$ cat config.mk
export PLATFORM = sky130hd
export DESIGN_NAME = dclk_monitor_flat
export DESIGN_NICKNAME = d
export VERILOG_FILES = /design/src/rtl/dclk_monitor_if.sv /design/src/rtl/dclk_monitor.sv /design/src/flat_wrapper.sv
export SDC_FILE = /design/constraint.sdc
export NUM_CORES = 1
export LEC_CHECK = 0
export CORE_UTILIZATION = 55
export DETAILED_ROUTE_END_ITERATION = 16
export PLACE_DENSITY = 0.8
export SLEW_MARGIN = 5
export SYNTH_ARGS = -nofsm -noshare
export SYNTH_HDL_FRONTEND = slang
export SYNTH_SLANG_ARGS = --single-unit
$ cat constraint.sdc
create_clock -name clk_i -period 3 [get_ports clk_i]
set_input_delay 0.9 -clock clk_i [delete_from_list [all_inputs] [get_ports clk_i]]
set_output_delay 0.9 -clock clk_i [all_outputs]
set_load 0.05 [all_outputs]
$ cat src/rtl/dclk_monitor_if.sv
// ----------------------------------------------------------------------------
// dclk_monitor_if
// Groups the sampled divided clock and the measurement results of the dclk
// monitor into one bundle.
//   dclk_i     divided, gated clock, sampled as data in the clk_i domain
//   period_o   last measured dclk period, in clk_i cycles
//   high_o     last measured dclk high time, in clk_i cycles
//   valid_o    one-cycle pulse when period_o/high_o update
//   change_o   one-cycle pulse with valid_o when the period differs
//   stopped_o  level, no dclk rising edge within the timeout window
// Modports:
//   master  the monitor: consumes dclk_i, drives the results
//   slave   the divider/consumer side: drives dclk_i, reads the results
// ----------------------------------------------------------------------------
interface dclk_monitor_if #(
  parameter int CNT_W = 16
);
  logic             dclk_i;
  logic [CNT_W-1:0] period_o;
  logic [CNT_W-1:0] high_o;
  logic             valid_o;
  logic             change_o;
  logic             stopped_o;

  modport master (
    input  dclk_i,
    output period_o,
    output high_o,
    output valid_o,
    output change_o,
    output stopped_o
  );

  modport slave (
    output dclk_i,
    input  period_o,
    input  high_o,
    input  valid_o,
    input  change_o,
    input  stopped_o
  );
endinterface

$ cat src/rtl/dclk_monitor.sv
// ----------------------------------------------------------------------------
// dclk_monitor
// Measures period and high time of a divided, enable-gated clock that is
// sampled as ordinary data in the clk_i domain, flags period changes and
// flags when the divided clock stops.
// Ports:
//   clk_i  system clock, the only clock
//   rst_i  synchronous active-high reset
//   mon    dclk_monitor_if.master: dclk_i in, period/high/valid/change/stopped out
// Parameters:
//   CNT_W    width of the counters and the measurement outputs
//   TIMEOUT  clk_i cycles without a dclk rise before dclk is declared stopped
//            (3 .. 2**CNT_W-1, which also keeps the period counter from wrapping)
// ----------------------------------------------------------------------------
module dclk_monitor #(
  parameter int CNT_W   = 16,
  parameter int TIMEOUT = 1000
) (
  input  logic           clk_i,
  input  logic           rst_i,
  dclk_monitor_if.master mon
);

  localparam logic [1:0] ST_IDLE = 2'd0;  // no reference edge yet
  localparam logic [1:0] ST_MEAS = 2'd1;  // counting since the last rise
  localparam logic [1:0] ST_STOP = 2'd2;  // timeout reached, waiting for dclk

  localparam logic [CNT_W-1:0] TIMEOUT_C = CNT_W'(TIMEOUT);
  localparam logic [CNT_W-1:0] ONE_C     = CNT_W'(1);

  logic [1:0]       r_state;
  logic             r_d1;
  logic             r_d2;
  logic [CNT_W-1:0] r_pcnt;
  logic [CNT_W-1:0] r_hcnt;
  logic             r_have_prev;
  logic [CNT_W-1:0] r_period;
  logic [CNT_W-1:0] r_high;
  logic             r_valid;
  logic             r_change;
  logic             r_stopped;

  logic             w_rise;

  // Rising edge of the registered dclk sample; a one-cycle glitch counts too.
  assign w_rise = r_d1 & ~r_d2;

  // Sampling pipeline, measurement counters, state machine and result registers.
  always_ff @(posedge clk_i) begin
    if (rst_i) begin
      r_state     <= ST_IDLE;
      r_d1        <= 1'b0;
      r_d2        <= 1'b0;
      r_pcnt      <= '0;
      r_hcnt      <= '0;
      r_have_prev <= 1'b0;
      r_period    <= '0;
      r_high      <= '0;
      r_valid     <= 1'b0;
      r_change    <= 1'b0;
      r_stopped   <= 1'b0;
    end else begin
      r_d1     <= mon.dclk_i;
      r_d2     <= r_d1;
      r_valid  <= 1'b0;
      r_change <= 1'b0;
      case (r_state)
        ST_IDLE: begin
          // First rise only establishes the reference; nothing is reported.
          if (w_rise) begin
            r_state <= ST_MEAS;
            r_pcnt  <= ONE_C;
            r_hcnt  <= ONE_C;
          end else begin
            r_state <= ST_IDLE;
          end
        end
        ST_MEAS: begin
          if (w_rise) begin
            r_period    <= r_pcnt;
            r_high      <= r_hcnt;
            r_valid     <= 1'b1;
            // r_period still holds the previous result here.
            r_change    <= r_have_prev && (r_pcnt != r_period);
            r_have_prev <= 1'b1;
            r_pcnt      <= ONE_C;
            r_hcnt      <= ONE_C;
          end else if (r_pcnt == TIMEOUT_C) begin
            // Counters hold; the next period after a stop is never a change.
            r_state     <= ST_STOP;
            r_stopped   <= 1'b1;
            r_have_prev <= 1'b0;
          end else begin
            r_pcnt <= r_pcnt + ONE_C;
            r_hcnt <= r_hcnt + CNT_W'(r_d1);
          end
        end
        ST_STOP: begin
          if (w_rise) begin
            r_state   <= ST_MEAS;
            r_stopped <= 1'b0;
            r_pcnt    <= ONE_C;
            r_hcnt    <= ONE_C;
          end else begin
            r_state <= ST_STOP;
          end
        end
        default: begin
          r_state     <= ST_IDLE;
          r_have_prev <= 1'b0;
          r_stopped   <= 1'b0;
        end
      endcase
    end
  end

  assign mon.period_o  = r_period;
  assign mon.high_o    = r_high;
  assign mon.valid_o   = r_valid;
  assign mon.change_o  = r_change;
  assign mon.stopped_o = r_stopped;

endmodule

$ cat src/flat_wrapper.sv
// flat-port wrapper written by rule: the top's interface ports become plain ports
module dclk_monitor_flat 
#(
  parameter int CNT_W   = 16,
  parameter int TIMEOUT = 1000
)
  (clk_i, rst_i, mon_dclk_i, mon_period_o, mon_high_o, mon_valid_o, mon_change_o, mon_stopped_o);
  dclk_monitor_if #(.CNT_W(CNT_W)) mon_i ();
  input  logic clk_i;
  input  logic rst_i;
  input wire logic [$bits(mon_i.dclk_i)-1:0] mon_dclk_i;
  output wire logic [$bits(mon_i.period_o)-1:0] mon_period_o;
  output wire logic [$bits(mon_i.high_o)-1:0] mon_high_o;
  output wire logic [$bits(mon_i.valid_o)-1:0] mon_valid_o;
  output wire logic [$bits(mon_i.change_o)-1:0] mon_change_o;
  output wire logic [$bits(mon_i.stopped_o)-1:0] mon_stopped_o;
  assign mon_i.dclk_i = mon_dclk_i;
  assign mon_period_o = mon_i.period_o;
  assign mon_high_o = mon_i.high_o;
  assign mon_valid_o = mon_i.valid_o;
  assign mon_change_o = mon_i.change_o;
  assign mon_stopped_o = mon_i.stopped_o;
  dclk_monitor #(.CNT_W(CNT_W), .TIMEOUT(TIMEOUT)) u_core (.clk_i(clk_i), .rst_i(rst_i), .mon(mon_i));
endmodule
Word level (Yosys, flattened, before mapping)
Cells that the tools add are included.

storage, ports and cells
  input bits = 3
  register bits after elaboration = 72

cells by class
  bitwise operators = 6
  add/sub/neg operators = 2
  reduce and logical (&&, ||, !) cells = 11
  mux-type cells = 20
  eq/ne operators = 10

operators with widths
  operator                                               count
  two-way mux 16 bit                                     5
  case mux 16 bit (2 select lines)                       2
  adder 16 x 1 -> 16 bit                                 1
  adder 16 x 1 -> 16 bit, second input constant          1
  equality test 16 x 10 -> 1 bit, second input constant  1
  != test 16 bit                                         1
  two-way mux 1 bit                                      7
  two-way mux 2 bit                                      3
  != test 2 x 1 -> 1 bit, second input constant          3
  case mux 2 bit (3 select lines)                        1
  AND reduction 2 bit                                    3
  NOT 1 bit                                              5
  AND reduction 4 bit                                    1
  OR reduction 2 bit                                     2
  != test 3 x 1 -> 1 bit, second input constant          1
  != test 3 x 2 -> 1 bit, second input constant          1
  case mux 1 bit (3 select lines)                        1
  AND reduction 3 bit                                    1
  OR reduction 3 bit                                     1
  equality test 2 x 1 -> 1 bit, second input constant    1
  equality test 2 bit, second input constant             1
  logical NOT 2 bit                                      1
  != test 2 bit, second input constant                   1
  case mux 1 bit (2 select lines)                        1
  other kinds (3)                                        3

Logic depth before layout (Yosys ltp)
Gate-level depths: netlist of run 1.

  depth in word-level cells = 4
  mapped depth = 9
  mapped depth without buffers = 7

Worst setup path after synthesis of run 1
OpenSTA, ideal clock, no wires.

  path type = reg2reg
  start point = register u_core.r_pcnt[11]
  end point = register u_core.r_have_prev
  slack = 927 ps
  data required time = 2872 ps
  data arrival time = 1945 ps
  cell stages (with the launch flop) = 8
  path through = dfxtp_1 > clkbuf_1 > or4bb_1 > or4_4 > buf_6 > a22o_1 > a22oi_1 > nor2_1

on the way
  longest elaborated chain between the ends = 3

RTL lines
  what                                     line                 RTL
  start: declaration                       dclk_monitor.sv:34   logic [CNT_W-1:0] r_pcnt;
  start signal: assignment                 dclk_monitor.sv:94   r_pcnt <= r_pcnt + ONE_C;
  equality test 16 x 10 -> 1 bit           dclk_monitor.sv:88   end else if (r_pcnt == TIMEOUT_C) begin
  != test 3 x 1 -> 1 bit (no source line)  -
  AND reduction 2 bit (no source line)     -
  end signal: assignment                   dclk_monitor.sv:85   r_have_prev <= 1'b1;
  end signal: assignment                   dclk_monitor.sv:92   r_have_prev <= 1'b0;
  end signal: assignment                   dclk_monitor.sv:110  r_have_prev <= 1'b0;
  end: declaration                         dclk_monitor.sv:36   logic r_have_prev;

Every way passes these cells.
A chain may end at the register's enable or synchronous reset.

Worst setup path after layout of run 1
  start point = register u_core.r_period[0], in the netlist u_core.mon.period_o[0]
  end point = output port mon_period_o[0]

RTL lines
  what                      line                RTL
  start: declaration        dclk_monitor.sv:37  logic [CNT_W-1:0] r_period;
  start signal: assignment  dclk_monitor.sv:80  r_period <= r_pcnt;
  end: declaration          flat_wrapper.sv:12  output wire logic [$bits(mon_i.period_o)-1:0] mon_period_o;

No word-level cell between the ends.

==> reports/metrics.csv, run 1 <==
metric;value;unit
synthArstFlopShare;0;%
wl;7.81;mm
cp.arrival;1.58;ns
clockPowerShare;43.7;%
post-route-period-util;82.5;%
drc_errors;0;
route.detailed.wl_per_inst;15.2;um
maxCapViolCount;0;
power.total;1930;uW
place_ws;0.469;ns
startpoint_type;flip-flop;
drtIter0Drc;249;
grtUsageMet1;35.7;%
fp.dieArea;6180;um^2
seqPwrFrac;50.4;%
post_cts_resized;0;
first_pass_iters;4;
syn_inst;400;
path_buf_inv;1;
gr-usage-met2;42.5;%
status;complete, no violations;
fin_cells;513;
leakagePower;0.00138;uW
rows;27;
port-buffer-count;37;
synth_nets;407;
ctsRootBufferMaster;clkbuf_8;
cts_tree;done;
syn-cell-area;3230;um^2
skew;0.0112;ns
fin_crit;2.48;ns
antenna_cells;0;
grt_pass1_vias;2742;
cpMaxStageDelayCell;clkdlybuf4s50_1;
ctsHoldBuffers;0;
htreeDepth;3;
io_pins;38;
slew_headroom;21.1;%
area_growth;20.9;%
intPower;1490;uW
cts_setup_buffers;0;
crit_fanout;3;
cts_buffer_depth;2;
combPwrFrac;5.9;%
grt_max_degree;35;
vias;3002;
clkSinkCount;72;
ys_types;42;
overflow;0;
grt_setup_unrepaired;false;
synth_flop_cell;dfxtp_1;
fin_ws;0.525;ns
start_util;57.9;%
final_antenna_net_count;0;
grt_pass1_wl;12.9;mm
endpoint_kind;output pin;
grt_most_used_layer;met2;
layout-drive-gt1-share;8.16;%
clkTransAtPathRegs;0.07;ns
irDropWorstVdd;338;uV
crit_chain;clkdlybuf4s50_1;
setup_viol;0;
fmax;0.404;GHz
met3_usage;3.84;%
cts_buffers;9;
hold_slack;0.455;ns
slowest_delay;0.83;ns
worstPathRequired;2.10;ns
die_width;78.6;um
switching_power;442;uW
critPathKind;reg -> out;
synth_top_cell_area_share;44.7;%
hpwl;5.46;mm
synth-seq-cells;72;
fin_setup_tns;0;ns
die_h;78.6;um
grt_usage;26.8;%
dp_cells;497;
fin_nets;443;
viasPerCell;5.85;
report.final.slew_viol_count;0;
worstMarginPinSlew;1.17;ns
synth_warnings;0;
cpLargestDelayFamily;buffers and inverters;
gp_congestion;0.896;
swShare;22.9;%
clk_latency;0.35;ns
hold_viol_final;0;
synth_area_leaders;dfxtp_1 45%, a21oi_1 9.0%, nand2_1 8.8%;
coreArea;5570;um^2
power.density;495;nW/um^2
synth_area_per_cell;8.07;um^2
synth_edf_count;0;
hp-class;reg -> reg;
ys_seq_area_share;44.7;%
yosys.area.top_type;dfxtp_1;
antenna_found_initial;0;
[flip-flops by register name, indices dropped and copies added, names as in the netlist]
signal / flops
u_core.mon.high_o: 16
u_core.r_have_prev: 1
u_core.mon.valid_o: 1
u_core.r_d2: 1
u_core.r_pcnt: 16
u_core.mon.change_o: 1
u_core.r_state: 2
u_core.mon.stopped_o: 1
u_core.r_d1: 1
u_core.r_hcnt: 16
u_core.mon.period_o: 16
[synth_stat cells, types with 5 or more instances]
cell type	number
nor4_1	6
a31oi_1	5
clkbuf_1	21
nand4_1	8
a211oi_1	5
xor2_1	18
nand2_1	76
nor2b_1	5
o21ai_0	7
nor3_1	7
nor2_1	29
and3_1	6
nand3_1	19
a21oi_1	58
inv_1	9
dfxtp_1	72
xnor2_1	7
[layout by cell type (no fill, tap or decap), types with 2 or more instances in the layout]
master,n
a211oi_1,5
a21oi_1,58
a311oi_1,4
a31o_2,2
a31oi_1,5
a41oi_1,3
and2_1,2
and3_1,6
buf_4,14
bufinv_16,2
clkbuf_1,3
clkbuf_8,10
clkdlybuf4s50_1,37
dfxtp_1,72
ha_1,4
inv_1,9
nand2_1,76
nand3_1,19
nand4_1,8
nor2_1,29
nor2b_1,5
nor3_1,6
nor4_1,6
o21ai_0,7
o21ai_1,4
or4_4,2
xnor2_1,7
xor2_1,18
[per-stage QoR]
step	util, %	cell area [um^2]
detailed placement	66.2	3690
floorplan	-	3230
CTS	70.0	3900
global placement	66.2	3690
global route	70.0	3900
finish	70.0	3900
[cell families (layout without fill, tap and decap cells)]
family                   after synthesis  count (layout)  synth area share [%]
XOR/XNOR                              25              25                  6.78
AO/OA/AOI/OAI                         98              98                  18.8
buffers and inverters                 35              76                  4.46
adder cells (fa/ha/maj)                4               4                  1.55
AND/OR/NAND/NOR                      166             166                  23.8
flip-flops                            72              72                  44.7
[power groups by stage]
stage,clock [uW],sequential [uW],combinational [uW]
6_report,845,974,114
5_1_grt,892,974,124
4_1_cts,852,973,112
3_5_place_dp,0,995,112
3_3_place_gp,0,995,109
2_1_floorplan,0,992,77.7
[area by class of cell]
type / count / area (um^2)
clock inverter: 3 / 65.1
inverter: 9 / 33.8
sequential: 72 / 1440
multi-input combinational: 293 / 1650
fill: 466 / 1670
timing repair buffer: 51 / 475
tap: 72 / 90.1
clock buffer: 13 / 149
[routing by layer]
layer | share of wire, % | vias to the layer above
met3 | 5.9 | 8
li1 | - | 1464
met5 | 0 | -
met2 | 47 | 122
met1 | 46 | 1408
met4 | 1.3 | 0
[final timing paths]
| kind | from | cells after the start | to | slack, ns |
|---|---|---|---|---|
| setup reg to reg | u_core.r_pcnt[5] | 6 | u_core.r_hcnt[12] | 0.64 |
| setup / recovery | u_core.mon.period_o[0] | 1 | mon_period_o[0] | 0.52 |
| hold reg to reg | u_core.mon.high_o[4] | 2 | u_core.mon.high_o[4] | 0.45 |
| hold / removal | u_core.mon.high_o[4] | 2 | u_core.mon.high_o[4] | 0.45 |
No activity file was read; power rests on OpenSTA's default activity.
==> run 2: changes to the inputs <==
==> constraint.sdc (replaced) <==
create_clock -name clk_i -period 2.51 [get_ports clk_i]
set_input_delay 0.753 -clock clk_i [delete_from_list [all_inputs] [get_ports clk_i]]
set_output_delay 0.753 -clock clk_i [all_outputs]
set_load 0.05 [all_outputs]
==> reports/metrics.csv, run 2 (synthesized netlist as in run 1, its figures left out) <==
metric;value;unit
status;complete, no violations;
cts_setup_buffers;0;
fp.dieArea;6180;um^2
gp_congestion;0.928;
drtIter0Drc;198;
cpMaxStageDelayCell;clkdlybuf4s50_1;
ctsHoldBuffers;0;
maxCapViolCount;0;
layout_common_cells;76 x nand2_1, 72 x dfxtp_1, 58 x a21oi_1;
grt_max_degree;33;
slowest_delay;0.83;ns
cts_tree;done;
cts_buffers;9;
wl;7.86;mm
hpwl;5.45;mm
grt_pass1_wl;13.2;mm
final_antenna_net_count;0;
intPower;1710;uW
irDropWorstVdd;383;uV
hold_viol_final;0;
clk_latency;0.35;ns
grt_pass1_vias;2755;
fin_setup_tns;0;ns
die_width;78.6;um
combPwrFrac;6.4;%
startpoint_type;flip-flop;
start_util;57.9;%
endpoint_kind;output pin;
port-buffer-count;37;
rows;27;
skew;0.00743;ns
antenna_found_initial;0;
antenna_cells;0;
worstPathRequired;1.76;ns
cpLargestDelayFamily;buffers and inverters;
leakagePower;0.00139;uW
num-fill-cells;451;
clockPowerShare;41.5;%
viasPerCell;5.83;
io_pins;38;
grt_usage;27.6;%
route.detailed.wl_per_inst;15.3;um
layout-drive-gt1-share;8.80;%
setup_viol;0;
switching_power;517;uW
first_pass_iters;5;
hold_slack;0.453;ns
worstMarginPinSlew;0.814;ns
swShare;23.2;%
overflow;0;
cp.arrival;1.58;ns
area_growth;20.9;%
coreArea;5570;um^2
path_buf_inv;1;
cts_buffer_depth;2;
drc_errors;0;
report.final.slew_viol_count;0;
post_cts_resized;0;
clkTransAtPathRegs;0.07;ns
post-route-period-util;92.9;%
grt_setup_unrepaired;false;
seqPwrFrac;52.2;%
slew_headroom;45.4;%
fmax;0.429;GHz
clkSinkCount;72;
fin_crit;2.33;ns
fin_nets;445;
power.density;570;nW/um^2
crit_fanout;3;
ctsRootBufferMaster;clkbuf_8;
vias;3002;
htreeDepth;3;
hp-class;reg -> reg;
critPathKind;reg -> out;
final_common_cell;nand2_1;
die_h;78.6;um
crit_chain;clkdlybuf4s50_1;
==> run 2: cell types whose count changed in the layout (fill, tap and decap cells not counted), sizes merged <==
cell | before | now
buf | 14 | 16
bufinv | 2 | 1
clkinv | 1 | 2
==> run 2: layer usage <==
| layer | vias up | part of all wire, % | global-route usage (%) |
|---|---|---|---|
| li1 | 1472 | - | - |
| met4 | 0 | 1.2 | 9.44 |
| met2 | 96 | 45 | 43.0 |
| met3 | 10 | 5.0 | 5.35 |
| met1 | 1424 | 49 | 38.1 |
| met5 | - | 0 | 0 |
==> run 2: through the flow <==
stage / cell area [um^2] / setup WS, ns / util, % / power, uW / cells
2_1_floorplan: 3230 / 0.437 / - / 1280 / 400
3_3_place_gp: 3700 / 0.329 / 66.4 / 1330 / 499
3_5_place_dp: 3700 / 0.342 / 66.4 / 1330 / 499
4_1_cts: 3900 / 0.165 / 70.0 / 2240 / 515
5_1_grt: 3900 / 0.139 / 70.0 / 2310 / 515
6_report: 3900 / 0.178 / 70.0 / 2230 / 515
==> run 2: path summary, 6_finish.rpt <==
kind | startpoint | to | slack [ns] | depth (start not counted)
setup / recovery | u_core.mon.period_o[0] | mon_period_o[0] | 0.18 | 1
hold / removal | u_core.mon.high_o[13] | u_core.mon.high_o[13] | 0.45 | 2
setup reg to reg | u_core.r_pcnt[12] | u_core.r_hcnt[12] | 0.30 | 6
hold reg to reg | u_core.mon.high_o[13] | u_core.mon.high_o[13] | 0.45 | 2
==> run 2: cell type report <==
class / instances / area, um^2 / share of cell area (%)
multi-input cells: 293 / 1650 / 42.2
clock inverters: 3 / 40.0 / 1.03
well taps: 72 / 90.1 / 2.31
flip-flops and latches: 72 / 1440 / 36.9
clock buffers: 13 / 159 / 4.07
inverters: 9 / 33.8 / 0.866
repair buffers: 53 / 490 / 12.6
==> run 2: worst min-delay path, stage by stage (launching register included) <==
cell	delay, ns
dfxtp_1	0.31
nand2_1	0.05
a21oi_1	0.05
==> run 2: power by group through the flow <==
stage / Combinational (uW) / Sequential (uW) / Clock (uW)
after detailed placement: 139 / 1190 / 0
after floorplan: 92.9 / 1190 / 0
after global routing: 156 / 1160 / 988
after CTS: 139 / 1160 / 940
after global placement: 138 / 1190 / 0
final: 142 / 1160 / 923
==> run 3: changes to the inputs <==
--- a/config.mk
+++ b/config.mk
@@ -6,6 +6,7 @@
 export NUM_CORES = 1
 export LEC_CHECK = 0
 export CORE_UTILIZATION = 55
+export CTS_CLUSTER_DIAMETER = 200
 export DETAILED_ROUTE_END_ITERATION = 16
 export PLACE_DENSITY = 0.8
 export SLEW_MARGIN = 5
==> results of run 3 <==
Same layout as run 2: the final DEF is identical, and so are final timing and power.
